File: src/rtl/axis_stall_detector.sv
// axis_stall_detector
// Per-channel AXI-Stream stall watchdog feeding the deadlock monitor.
// Each channel has a saturating counter of consecutive stalled cycles; the
// block flag is decoded straight from that counter. Rising flags are
// counted, and the lowest-index channel of the first rising set is held
// until clear.
//
// Handshake semantics: a beat moves on a side when valid & ready are both
// high in the same cycle. A write side is stalled when wr_valid is high and
// wr_ready is low (FIFO full). A read side is stalled when rd_ready is high
// and rd_valid is low (FIFO empty). A beat on either side counts as progress
// and overrides any stall on the other side.
module axis_stall_detector #(
   parameter int NUM_CH = 14,
   parameter int CNT_W  = 16,
   parameter int THRESH = 1024,
   parameter int IDX_W  = 4
) (
   input  logic              clock,
   input  logic              reset,
   input  logic              enable,
   input  logic              clear,
   input  logic [NUM_CH-1:0] wr_valid,
   input  logic [NUM_CH-1:0] wr_ready,
   input  logic [NUM_CH-1:0] rd_valid,
   input  logic [NUM_CH-1:0] rd_ready,
   output logic [NUM_CH-1:0] axis_block_sigs,
   output logic              any_block,
   output logic              first_block_valid,
   output logic [IDX_W-1:0]  first_block_idx,
   output logic [CNT_W-1:0]  block_event_count
);

   localparam logic [CNT_W-1:0] THRESH_C = CNT_W'(THRESH);

   logic [NUM_CH-1:0] progress;
   logic [NUM_CH-1:0] stalled;
   logic [NUM_CH-1:0] block_prev;
   logic [NUM_CH-1:0] rise;
   logic [CNT_W-1:0]  stall_cnt [NUM_CH];

   logic              rise_any;
   logic [IDX_W-1:0]  rise_idx;
   logic [CNT_W:0]    rise_pop;
   logic [CNT_W-1:0]  event_base;
   logic [CNT_W:0]    event_sum;
   logic [CNT_W-1:0]  event_next;

   assign progress = (wr_valid & wr_ready) | (rd_valid & rd_ready);
   assign stalled  = ((wr_valid & ~wr_ready) | (rd_ready & ~rd_valid)) & ~progress;

   // Count consecutive stalled cycles per channel, saturating at THRESH.
   always_ff @(posedge clock) begin
      for (int i = 0; i < NUM_CH; i++) begin
         if (reset || !enable || !stalled[i]) begin
            stall_cnt[i] <= '0;
         end else if (stall_cnt[i] != THRESH_C) begin
            stall_cnt[i] <= stall_cnt[i] + 1'b1;
         end
      end
   end

   // Block flag is a pure decode of the counter register.
   always_comb begin
      axis_block_sigs = '0;
      for (int i = 0; i < NUM_CH; i++) begin
         axis_block_sigs[i] = (stall_cnt[i] == THRESH_C);
      end
   end

   assign any_block = |axis_block_sigs;

   // Registered copy of the flags for rising-edge detection.
   always_ff @(posedge clock) begin
      if (reset) begin
         block_prev <= '0;
      end else begin
         block_prev <= axis_block_sigs;
      end
   end

   assign rise = axis_block_sigs & ~block_prev;

   // Lowest rising index, popcount of rises and saturated event total.
   always_comb begin
      rise_any   = |rise;
      rise_idx   = '0;
      rise_pop   = '0;
      for (int i = NUM_CH - 1; i >= 0; i--) begin
         if (rise[i]) begin
            rise_idx = IDX_W'(i);
         end
      end
      for (int i = 0; i < NUM_CH; i++) begin
         rise_pop = rise_pop + (CNT_W+1)'(rise[i]);
      end
      event_base = clear ? '0 : block_event_count;
      event_sum  = {1'b0, event_base} + rise_pop;
      event_next = event_sum[CNT_W] ? {CNT_W{1'b1}} : event_sum[CNT_W-1:0];
   end

   // Sticky first-block capture and event counter; clear re-arms capture.
   always_ff @(posedge clock) begin
      if (reset) begin
         first_block_valid <= 1'b0;
         first_block_idx   <= '0;
         block_event_count <= '0;
      end else begin
         block_event_count <= event_next;
         if (clear) begin
            first_block_valid <= rise_any;
            first_block_idx   <= rise_any ? rise_idx : '0;
         end else if (!first_block_valid && rise_any) begin
            first_block_valid <= 1'b1;
            first_block_idx   <= rise_idx;
         end
      end
   end

endmodule

File: config.mk
export PLATFORM = sky130hd
export DESIGN_NAME = axis_stall_detector
export DESIGN_NICKNAME = d
export VERILOG_FILES = /design/src/rtl/axis_stall_detector.sv
export SDC_FILE = /design/constraint.sdc
export NUM_CORES = 1
export LEC_CHECK = 0
export CAP_MARGIN = 20
export CORE_MARGIN = 5
export CORE_UTILIZATION = 60
export CTS_CLUSTER_SIZE = 40
export DETAILED_ROUTE_END_ITERATION = 8
export PLACE_DENSITY_LB_ADDON = 0.2
export SYNTH_ARGS = -nofsm -noshare
export SYNTH_HDL_FRONTEND = slang
export SYNTH_SLANG_ARGS = --single-unit
File: constraint.sdc
create_clock -name clock -period 7.2 [get_ports clock]
set_input_delay 1.44 -clock clock [delete_from_list [all_inputs] [get_ports clock]]
set_output_delay 1.44 -clock clock [all_outputs]
set_load 0.05 [all_outputs]
==> summary.md, run 1 <==
| Metric | Value |
|---|---|
| Largest net degree at the start of global routing | 29 |
| First drt pass iteration count | 5 |
| Bufs and invs on worst path | 3 |
| Die Span X | 165.6 microns |
| Mapped Cells | 1457 |
| Cell Count, Final, Fillers Out | 1909 |
| Num ports | 96 |
| Buffers added on ports | 95 |
| Final instance area | roughly 17000 sq um |
| Worst hold slack | roughly 0.48 ns |
| H-tree Lvls | 1 |
| Via density per instance | between 5 and 6 |
| Tmin final | ~6.2 ns |
| Post-CTS sizing | 0 |
| DR DRC count | 0 |
| Cell Pwr Density | about 190 nW/um^2 |
| Unrepaired setup endpoints after global routing | no |
| Core footprint | between 20000 and 25000 sq um |
| Synth warn | 0 |
| Internal power | between 2000 and 3000 uW |
| Placed instance count | approximately 1900 |
| Top cells by area, synth | edfxtp_1 (46%), nor2_1 (7.1%), xor2_1 (6.4%), xnor2_1 (4.9%), dfxtp_1 (4.8%) |
| Drt first-iter violations | roughly 730 |
| Routed wire per std cell | between 15 and 20 microns |
| Crit path capture type | flop |
| Slew headroom | 25.32% |
| Antenna violations before repair | 0 |
| Fin worst setup slack | roughly 0.95 ns |
| RePlAce Congestion | ~0.83 |
| Layout cells sized above 1 | approximately 4.4% |
| CTS Buf Count | 29 |
| Combinational fraction of design power | under 10% |
| Max cap viols | 0 |
| Cell variety after synth | 53 |
| Post-CTS Hold Fix Bufs | 0 |
| Count of final setup violators | 0 |
| Via Count | between 10000 and 15000 |
| GRT overflow | 0 |
| Most frequent CP cell | fa_1 |
| Outcome | finished, final reports clean |
| Yosys reg bits | about 260 |
| Clk slew on worst S/H paths | approximately 0.060 ns |
| Switching Fraction | 20.10% |
| TNS Setup | 0 ns |
| Root Driver | clkbuf_16 |
| Crit path max-delay family | adder cells |
| Switching Power | around 640 uW |
| Global-route wire length before repair | ~50000 microns |
| Drt total wl | 30690 microns |
| Hold Crit Class | flop to flop |
| Post-synth top area share | 46.29% |
| Final Hold Violating Endpoints | 0 |
| Layout Nets | 1671 |
| Mapped Area | between 10000 and 15000 sq um |
| Sequential area share after synthesis | slightly above 50% |
| Post-synth EDFFs | ~220 |
| Post-CTS Setup Bufs | 0 |
| Routed Antenna Nets | 0 |
| Worst Path Arrival | approximately 6.7 ns |
| Crit path kind | flop to flop |
| Post-synthesis async set-or-reset flop share | 0% |
| Row count | 57 |
| Critical path, cell by cell | inv_1 > ha_1 > nor4b_1 > nand2_1 > or4_1 > nor2_1 > fa_1 > inv_1 > fa_1 > fa_1 > fa_1 > fa_1 > inv_1 > fa_1 > a21o_1 > a21o_1 > a21oi_1 > or4_1 > or2_4 > o21ai_1 |
| Worst Skew | 0.01230 ns |
| WP data required | between 7 and 8 ns |
| Worst slew pin tran | between 1 and 1.5 ns |
| Die H | about 170 microns |
| Initial Utilization | between 60% and 70% |
| Crit path max-delay cell type | or4_1 |
| Area growth syn-to-layout | 15.51% |
| Final Max Tran Viols | 0 |
| Syn avg cell area | about 10 sq um |
| Max clock buf depth | 3 |
| Final period util | around 87% |
| Critical Path Fanout Max | 8 |
| Peak supply drop | 0.2637 mV |
| Static Leak | 0.006203 uW |
| Main synth FF type | edfxtp_1 |
| Syn nets | around 1600 |
| Startpoint Class | flop |
| Largest area contributor in the netlist | edfxtp_1 |
| Worst path max stage delay | approximately 0.73 ns |
| ANT cells | 0 |
| Register share of total power | 51.0% |
| Die area | roughly 27000 sq um |
| DP Wirelength | 21620 microns |
| Fmax | approximately 160 MHz |
| # clock sinks | between 200 and 300 |
| Worst-Skew Late Latency | between 0.5 and 0.6 ns |
| Clk network pwr share | a little under half |
| Pre-CTS setup slack | 0.9737 ns |
| Placed Area | approximately 16000 sq um |
| Vias in the first global route | between 10000 and 15000 |
| CTS tree | yes |
| Total GRT Usage | 21.44% |
-- cells by family after synthesis --
logic type / Yosys count / synth area share [%]
buf+inv: 103 / 2.721
mux: 1 / 0.07749
xor+xnor: 187 / 11.27
flops: 259 / 51.12
simple gates: 745 / 25.65
fa+ha+maj: 47 / 4.564
compound gates: 115 / 4.598
-- worst register-to-register path, delay by kind of cell (launching register included) --
| family | cells | cell delay [ns] |
|---|---|---|
| fa+ha+maj | 7 | 2.57 |
| simple gates | 6 | 2.36 |
| compound gates | 4 | 0.53 |
| flops | 1 | 0.45 |
| buf+inv | 3 | 0.28 |
-- final timing paths --
check / startpoint / endpoint / slack, ns / cells after the start
hold / removal: first_block_idx[2]$_SDFFE_PP0P_ / first_block_idx[2]$_SDFFE_PP0P_ / 0.48 / 2
setup / recovery: stall_cnt[0][80]$_SDFFCE_PN0P_ / block_event_count[12]$_SDFF_PP0_ / 0.95 / 20
setup reg to reg: stall_cnt[0][80]$_SDFFCE_PN0P_ / block_event_count[12]$_SDFF_PP0_ / 0.95 / 20
hold reg to reg: first_block_idx[2]$_SDFFE_PP0P_ / first_block_idx[2]$_SDFFE_PP0P_ / 0.48 / 2
-- synth_stat cells (4+ instances only) --
| cell | n |
|---|---|
| nor2_1 | 276 |
| edfxtp_1 | 224 |
| nand2_1 | 124 |
| xor2_1 | 106 |
| xnor2_1 | 81 |
| inv_1 | 74 |
| and3_1 | 67 |
| nand3_1 | 56 |
| nand4_1 | 50 |
| o21ai_0 | 38 |
| ha_1 | 37 |
| nor4_1 | 36 |
| dfxtp_1 | 35 |
| a21oi_1 | 31 |
| nor4b_1 | 26 |
| or3_1 | 24 |
| clkbuf_1 | 19 |
| nor3_1 | 16 |
| a22oi_1 | 14 |
| o21ai_1 | 14 |
| or4_1 | 12 |
| nand2b_1 | 11 |
| fa_1 | 10 |
| nor2b_1 | 10 |
| and4_1 | 7 |
| or2_2 | 7 |
| a211oi_1 | 4 |
| buf_2 | 4 |
| inv_2 | 4 |
| nor3b_1 | 4 |
| or4b_1 | 4 |
-- through the flow --
stage / power [uW] / util [%]
after CTS: 3200 / 69.59
after floorplan: 1686 / -
after detailed placement: 1735 / 65.62
final: 3174 / 69.63
after global placement: 1732 / 65.62
after global routing: 3277 / 69.63
-- registers in the layout, indices dropped and copies added, names as in the netlist --
signal and count:
block_event_count 16, block_prev 14, first_block_idx 4, stall_cnt 224, first_block_valid 1
-- final cells by class --
type                            instances  area (sq um)
Clock buffer                           34         784.5
Clock inverter                         18         173.9
Fill cell                            1883          7322
Inverter                               79         296.5
Multi-Input combinational cell       1095          6708
Sequential cell                       259          7427
Tap cell                              324         405.4
Timing Repair Buffer                  100         988.4
-- power by group through the flow --
| stage | logic [uW] | clock network, uW | registers [uW] |
|---|---|---|---|
| floorplan | 38.6 | 0 | 1650 |
| global placement | 83.5 | 0 | 1650 |
| detailed placement | 85.9 | 0 | 1650 |
| CTS | 86.6 | 1500 | 1620 |
| global route | 95.0 | 1560 | 1620 |
| finish | 86.2 | 1470 | 1620 |
-- placed cells by master (no fill, tap or decap), types with 24 or more instances in the layout --
cell type and instances:
nand4_1 50, dfxtp_1 35, clkdlybuf4s50_1 95, xor2_1 106, or3_1 24, nor4b_1 26
edfxtp_1 224, nor2_1 276, nor4_1 36, and3_1 67, nand2_1 124, o21ai_0 38
clkbuf_16 29, xnor2_1 81, a21oi_1 31, nand3_1 56, ha_1 37, inv_1 74
-- metal layers --
layer  share of wire [%]  GRT usage, %  up-vias
met4                 2.9         6.349        0
met1                  45         29.84     5337
met3                 4.4         2.788       52
met5                   0             0        -
li1                    -             -     5400
met2                  48         35.60      261
(Power assumes the default switching activity.)
==> inputs of run 2 (changes only) <==
- ABC_AREA: unset -> 1
==> run 2 against run 1 <==
Net effect: critical endpoint is now block_event_count[11]$_SDFF_PP0_; core utilization rose by 0.89 points; sequential power about the same; sequential share of layout area fell by 1.1 points.
==> summary.md, run 2 <==
| Metric | Value |
|---|---|
| Largest net degree at the start of global routing | 30 |
| Crit path capture type | flop |
| Crit path kind | input pin to flop |
| ANT cells | 0 |
| Final Max Tran Viols | 0 |
| Yosys reg bits | between 200 and 300 |
| Area growth syn-to-layout | 15.29% |
| Via density per instance | around 5.5 |
| Post-CTS Hold Fix Bufs | 0 |
| CTS Buf Count | 30 |
| Drt total wl | around 31000 microns |
| Final core occ | 70.51% |
| Number of flip-flops in the largest register | about 220 |
| Mapped Cells | around 1700 |
| Worst Skew | between 0.009 and 0.01 ns |
| Max cap viols | 0 |
| Layout Nets | 1961 |
| Most common cell after layout, fill and taps aside | inv_1 |
| Worst slew pin tran | between 0.6 and 0.7 ns |
| Worst-Skew Late Latency | 0.55 ns |
| Fin worst setup slack | approximately 1.3 ns |
| Top cells by area, synth | edfxtp_1 (45%), inv_1 (7.2%), nor2_1 (6.3%), nand2_1 (6.2%), dfxtp_1 (4.7%) |
| CTS tree | yes |
| Vias in the first global route | approximately 12000 |
| DP Wirelength | ~23000 microns |
| Critical Path Fanout Max | 12 |
| Most numerous cell in the Yosys netlist | inv_1 |
| Pre-CTS setup slack | about 0.91 ns |
| Routed Antenna Nets | 0 |
| Via Count | 12029 |
| Cell variety after synth | 43 |
| Commonest cells post-synth | inv_1 (287), nor2_1 (252), nand2_1 (248), edfxtp_1 (224), a21oi_1 (120) |
| Final period util | between 80% and 90% |
| Final Hold Violating Endpoints | 0 |
| Initial Utilization | between 60% and 70% |
| Post-synth EDFFs | ~220 |
| Post-CTS Setup Bufs | 0 |
| Worst Path Arrival | 6.36 ns |
| TNS Setup | 0 ns |
| Fmax | about 170 MHz |
| Largest reg by FF count | stall_cnt |
| Static Leak | roughly 0.0064 uW |
| Startpoint Class | input pin |
| Slew headroom | a little over half |
| Routed wire per std cell | about 14 microns |
| Largest area contributor in the netlist | edfxtp_1 |
| Root Driver | clkbuf_16 |
| WP data required | 7.69 ns |
| Clk slew on worst S/H paths | around 0.060 ns |
| Die H | around 170 microns |
| Layout cells sized above 1 | roughly 8.0% |
| Post-synth top area share | 45.09% |
| Syn avg cell area | 8.549 sq um |
| Outcome | finished, final reports clean |
| Global-route wire length before repair | about 52000 microns |
| Tmin final | 5.865 ns |
| Die Span X | 167.7 microns |
| Peak supply drop | approximately 0.15 mV |
| Row count | between 50 and 60 |
| Max clock buf depth | 3 |
| Syn nets | around 1900 |
| Largest regs | stall_cnt x224, block_event_count x16, block_prev x14 |
| GRT overflow | 0 |
| Hold Crit Class | flop to flop |
| Core footprint | 24390 sq um |
| Main synth FF type | edfxtp_1 |
| Post-synthesis async set-or-reset flop share | 0% |
| Total GRT Usage | 21.52% |
| Post-CTS sizing | 0 |
| Cell Pwr Density | approximately 190 nW/um^2 |
| Most frequent cells in the layout | inv_1 (287), nor2_1 (252), nand2_1 (248) |
| Die area | about 28000 sq um |
| Antenna violations before repair | 0 |
| Drt first-iter violations | 923 |
| Mapped Area | ~15000 sq um |
| Count of final setup violators | 0 |
| Unrepaired setup endpoints after global routing | no |
| Synth warn | 0 |
| Sequential area share after synthesis | around half |
| H-tree Lvls | 1 |
| DR DRC count | 0 |
| # clock sinks | ~260 |
| Num ports | 96 |
| First drt pass iteration count | 7 |
| RePlAce Congestion | about 0.89 |
| Buffers added on ports | 95 |
[run 2: area by class of cell]
| cell class | instances | area [sq um] |
|---|---|---|
| well taps | 324 | 405.4 |
| repair buffers | 96 | 958.4 |
| fillers | 1887 | 7192 |
| multi-input cells | 1146 | 6205 |
| clock inverters | 24 | 222.7 |
| inverters | 321 | 1205 |
| flip-flops and latches | 259 | 7427 |
| clock buffers | 31 | 775.7 |
[run 2: final timing paths]
check | start | endpoint | slack [ns] | cells past startpoint
hold / removal | first_block_idx[3]$_SDFFE_PP0P_ | first_block_idx[3]$_SDFFE_PP0P_ | 0.50 | 2
hold reg to reg | first_block_idx[3]$_SDFFE_PP0P_ | first_block_idx[3]$_SDFFE_PP0P_ | 0.50 | 2
setup reg to reg | stall_cnt[1][16]$_SDFFCE_PN0P_ | block_event_count[11]$_SDFF_PP0_ | 1.40 | 27
setup / recovery | clear | block_event_count[11]$_SDFF_PP0_ | 1.34 | 21
[run 2: cell families (layout without fill, tap and decap cells)]
group | after synthesis | count (layout) | synth area share, %
flip-flops | 259 | 259 | 49.79
adder cells (fa/ha/maj) | 47 | 47 | 4.445
XOR/XNOR | 16 | 16 | 0.9393
buffers and inverters | 340 | 472 | 8.622
AO/OA/AOI/OAI | 225 | 225 | 8.194
AND/OR/NAND/NOR | 858 | 858 | 28.01
[run 2: where the power goes]
| group | internal, uW | switching (uW) |
|---|---|---|
| Clock | 920 | 608 |
| Sequential | 1610 | 3.87 |
| Combinational | 42.6 | 48.5 |
[run 2: routing by layer]
| metal | vias to the layer above | global-route usage (%) | share of wire (%) |
|---|---|---|---|
| met3 | 62 | 3.630 | 5.4 |
| met4 | 0 | 6.669 | 2.7 |
| li1 | 6098 | - | - |
| met5 | - | 0 | 0 |
| met2 | 313 | 36.78 | 48 |
| met1 | 5556 | 28.28 | 44 |
[run 2: metrics by stage]
stage	power, uW	instance area (sq um)	instances	hold slack, ns
2_1_floorplan	1689	14920	1745	0.5223
3_3_place_gp	1736	16200	2146	0.4801
3_5_place_dp	1739	16200	2146	0.4897
4_1_cts	3264	17200	2201	0.5004
5_1_grt	3339	17200	2201	0.5262
6_report	3236	17200	2201	0.5017
[run 2: critical path, stage by stage]
cell             delay, ns
clkdlybuf4s50_1       0.64
inv_2                 0.30
nand2_1               0.13
fa_1                  0.50
fa_1                  0.53
fa_1                  0.42
fa_1                  0.37
inv_1                 0.09
fa_1                  0.22
nand3_1               0.11
nand3b_1              0.13
nand2_1               0.06
nand2_1               0.05
nand2_1               0.08
nor3_2                0.20
nand4_1               0.21
nor3_2                0.20
nand2_1               0.27
inv_1                 0.22
o21ai_0               0.12
inv_1                 0.06
==> inputs of run 3 (changes only) <==
- CORE_UTILIZATION: 60 -> 54
- clock period: 7.2 -> 5.18 ns (I/O delays scaled with it)
==> run 3 against run 2 <==
Net effect: clock power up 44%; largest cell class unchanged; sequential share of layout area fell by 1.6 points; cell count rose by 5.0%; largest power group unchanged; critical endpoint is now block_event_count[7]$_SDFF_PP0_; critical path type is now flop to flop.
==> summary.md, run 3 (synthesized netlist as in run 2, its figures left out) <==
| Metric | Value |
|---|---|
| Final Max Tran Viols | 0 |
| Register share of total power | 48.9% |
| Largest net degree at the start of global routing | 30 |
| Worst Path Arrival | 5.55 ns |
| Layout Nets | slightly above 2000 |
| Num ports | 96 |
| Total GRT Usage | approximately a fifth |
| Drt total wl | ~31000 microns |
| First drt pass iteration count | 7 |
| Root Driver | clkbuf_16 |
| Core footprint | approximately 27000 sq um |
| Number of flip-flops in the largest register | ~220 |
| Final Hold Violating Endpoints | 0 |
| Die H | ~180 microns |
| Die Span X | approximately 180 microns |
| Max cap viols | 0 |
| Worst-Skew Late Latency | roughly 0.54 ns |
| Hold Crit Class | flop to flop |
| Final core occ | between 60% and 70% |
| Max clock buf depth | 3 |
| Antenna violations before repair | 0 |
| Final period util | 98.14% |
| Peak supply drop | roughly 0.22 mV |
| Drt first-iter violations | between 800 and 900 |
| Tot Pwr | between 4000 and 5000 uW |
| Buffers added on ports | 95 |
| Via density per instance | between 5 and 6 |
| Count of final setup violators | 0 |
| Switching Fraction | around a fifth |
| WP data required | around 5.6 ns |
| DR DRC count | 0 |
| Routed Antenna Nets | 0 |
| DP Wirelength | between 20000 and 25000 microns |
| Largest reg by FF count | stall_cnt |
| Global-route wire length before repair | between 50000 and 60000 microns |
| Crit path max-delay cell type | fa_1 |
| GRT overflow | 0 |
| Post-CTS Hold Fix Bufs | 0 |
| Initial Utilization | a little under three fifths |
| Cell Pwr Density | 257.1 nW/um^2 |
| Global route hottest layer | met2 |
| Most frequent CP cell | fa_1 |
| Outcome | finished, final reports clean |
| Tmin final | roughly 5.1 ns |
| Met3 usage | 3.276% |
| Most frequent cells in the layout | inv_1 (279), nor2_1 (251), nand2_1 (242) |
| Worst Skew | slightly above 0.01 ns |
| Switching Power | 900.7 uW |
| Crit path kind | flop to flop |
| Placed Area | around 17000 sq um |
| Worst path max stage delay | ~0.53 ns |
| Worst slew pin tran | around 0.70 ns |
| Via Count | around 12000 |
| Fin worst setup slack | between 0.09 and 0.1 ns |
| Layout cells sized above 1 | roughly 12% |
| CTS tree | yes |
| Placed instance count | about 2200 |
| Row count | 60 |
| Unrepaired setup endpoints after global routing | yes |
| Static Leak | slightly below 0.007 uW |
| Slew headroom | between 50 and 60% |
| Met2 Use GR | approximately a third |
| Fmax | between 150 and 200 MHz |
| # clock sinks | between 200 and 300 |
| RePlAce Congestion | between 0.8 and 0.9 |
| Crit path capture type | flop |
| Die area | 31050 sq um |
| Vias in the first global route | 11519 |
| Combinational fraction of design power | under 10% |
| H-tree Lvls | 1 |
| Routed wire per std cell | 13.63 microns |
| Clk slew on worst S/H paths | about 0.060 ns |
| Largest regs | stall_cnt x224, block_event_count x16, block_prev x14 |
| Clk network pwr share | 48.1% |
| Final instance area | around 18000 sq um |
| Met1 usage | between 20% and 30% |
| Pre-CTS setup slack | -0.1216 ns |
| Most common cell after layout, fill and taps aside | inv_1 |
| Cell Count, Final, Fillers Out | around 2300 |
| Internal power | ~3700 uW |
| Area growth syn-to-layout | 19.73% |
| CTS Buf Count | 29 |
| ANT cells | 0 |
| Critical Path Fanout Max | 6 |
| Startpoint Class | flop |
run 3: cell types whose count changed in the layout (fill, tap and decap cells not counted), sizes merged:
cell / change
inv: +1
clkinv: -11
bufinv: +3
clkbuf: +4
buf: +65
run 3: layout make-up:
cell class              instances  area (sq um)
clock buffers                  35         758.2
clock inverters                17         262.8
fillers                      2207          9240
inverters                     321          1209
multi-input cells            1146          6289
flip-flops and latches        259          7427
well taps                     372         465.4
repair buffers                161          1450
run 3: per-stage QoR:
stage	setup TNS, ns	hold WS, ns
final	0	0.5163
after global routing	-3.345	0.5525
after CTS	-0.008141	0.5239
after detailed placement	-1.255	0.5127
after global placement	0	0.5084
after floorplan	-0.001971	0.5223
run 3: path summary, 6_finish.rpt:
check,startpoint,endpoint,slack [ns],depth (start not counted)
worst min register to register,first_block_idx[3]$_SDFFE_PP0P_,first_block_idx[3]$_SDFFE_PP0P_,0.52,2
worst max-delay path,stall_cnt[0][49]$_SDFFCE_PN0P_,block_event_count[7]$_SDFF_PP0_,0.1,25
worst min-delay path,first_block_idx[3]$_SDFFE_PP0P_,first_block_idx[3]$_SDFFE_PP0P_,0.52,2
worst max register to register,stall_cnt[0][49]$_SDFFCE_PN0P_,block_event_count[7]$_SDFF_PP0_,0.1,25
run 3: critical path: cells and delay by family (launching register included):
family | cells | cell delay [ns]
adders and majority gates | 7 | 2.62
DFF | 1 | 0.41
AOI/OAI and AO/OA | 1 | 0.12
and+or+nand+nor | 12 | 1.40
buffers and inverters | 5 | 0.46
run 3: what timing repair did:
item | 4_1_cts | 5_1_grt
setup buffers | 10 | 9
pin swaps | 6 | 7
cloned | 0 | 0
gates resized for setup | 9 | 26
setup endpoints to repair | 16 | 16
run 3: routing by layer:
metal	vias up	wire, microns
li1	6237	-
met1	5551	14160
met2	252	14760
met3	60	1580
met4	0	992
met5	-	0
run 3: power by group through the flow:
stage	clock network, uW	registers (uW)	logic [uW]
final	2210	2250	138
after global routing	2330	2240	154
after CTS	2240	2250	137
after detailed placement	0	2290	134
after global placement	0	2290	131
after floorplan	0	2290	59.5
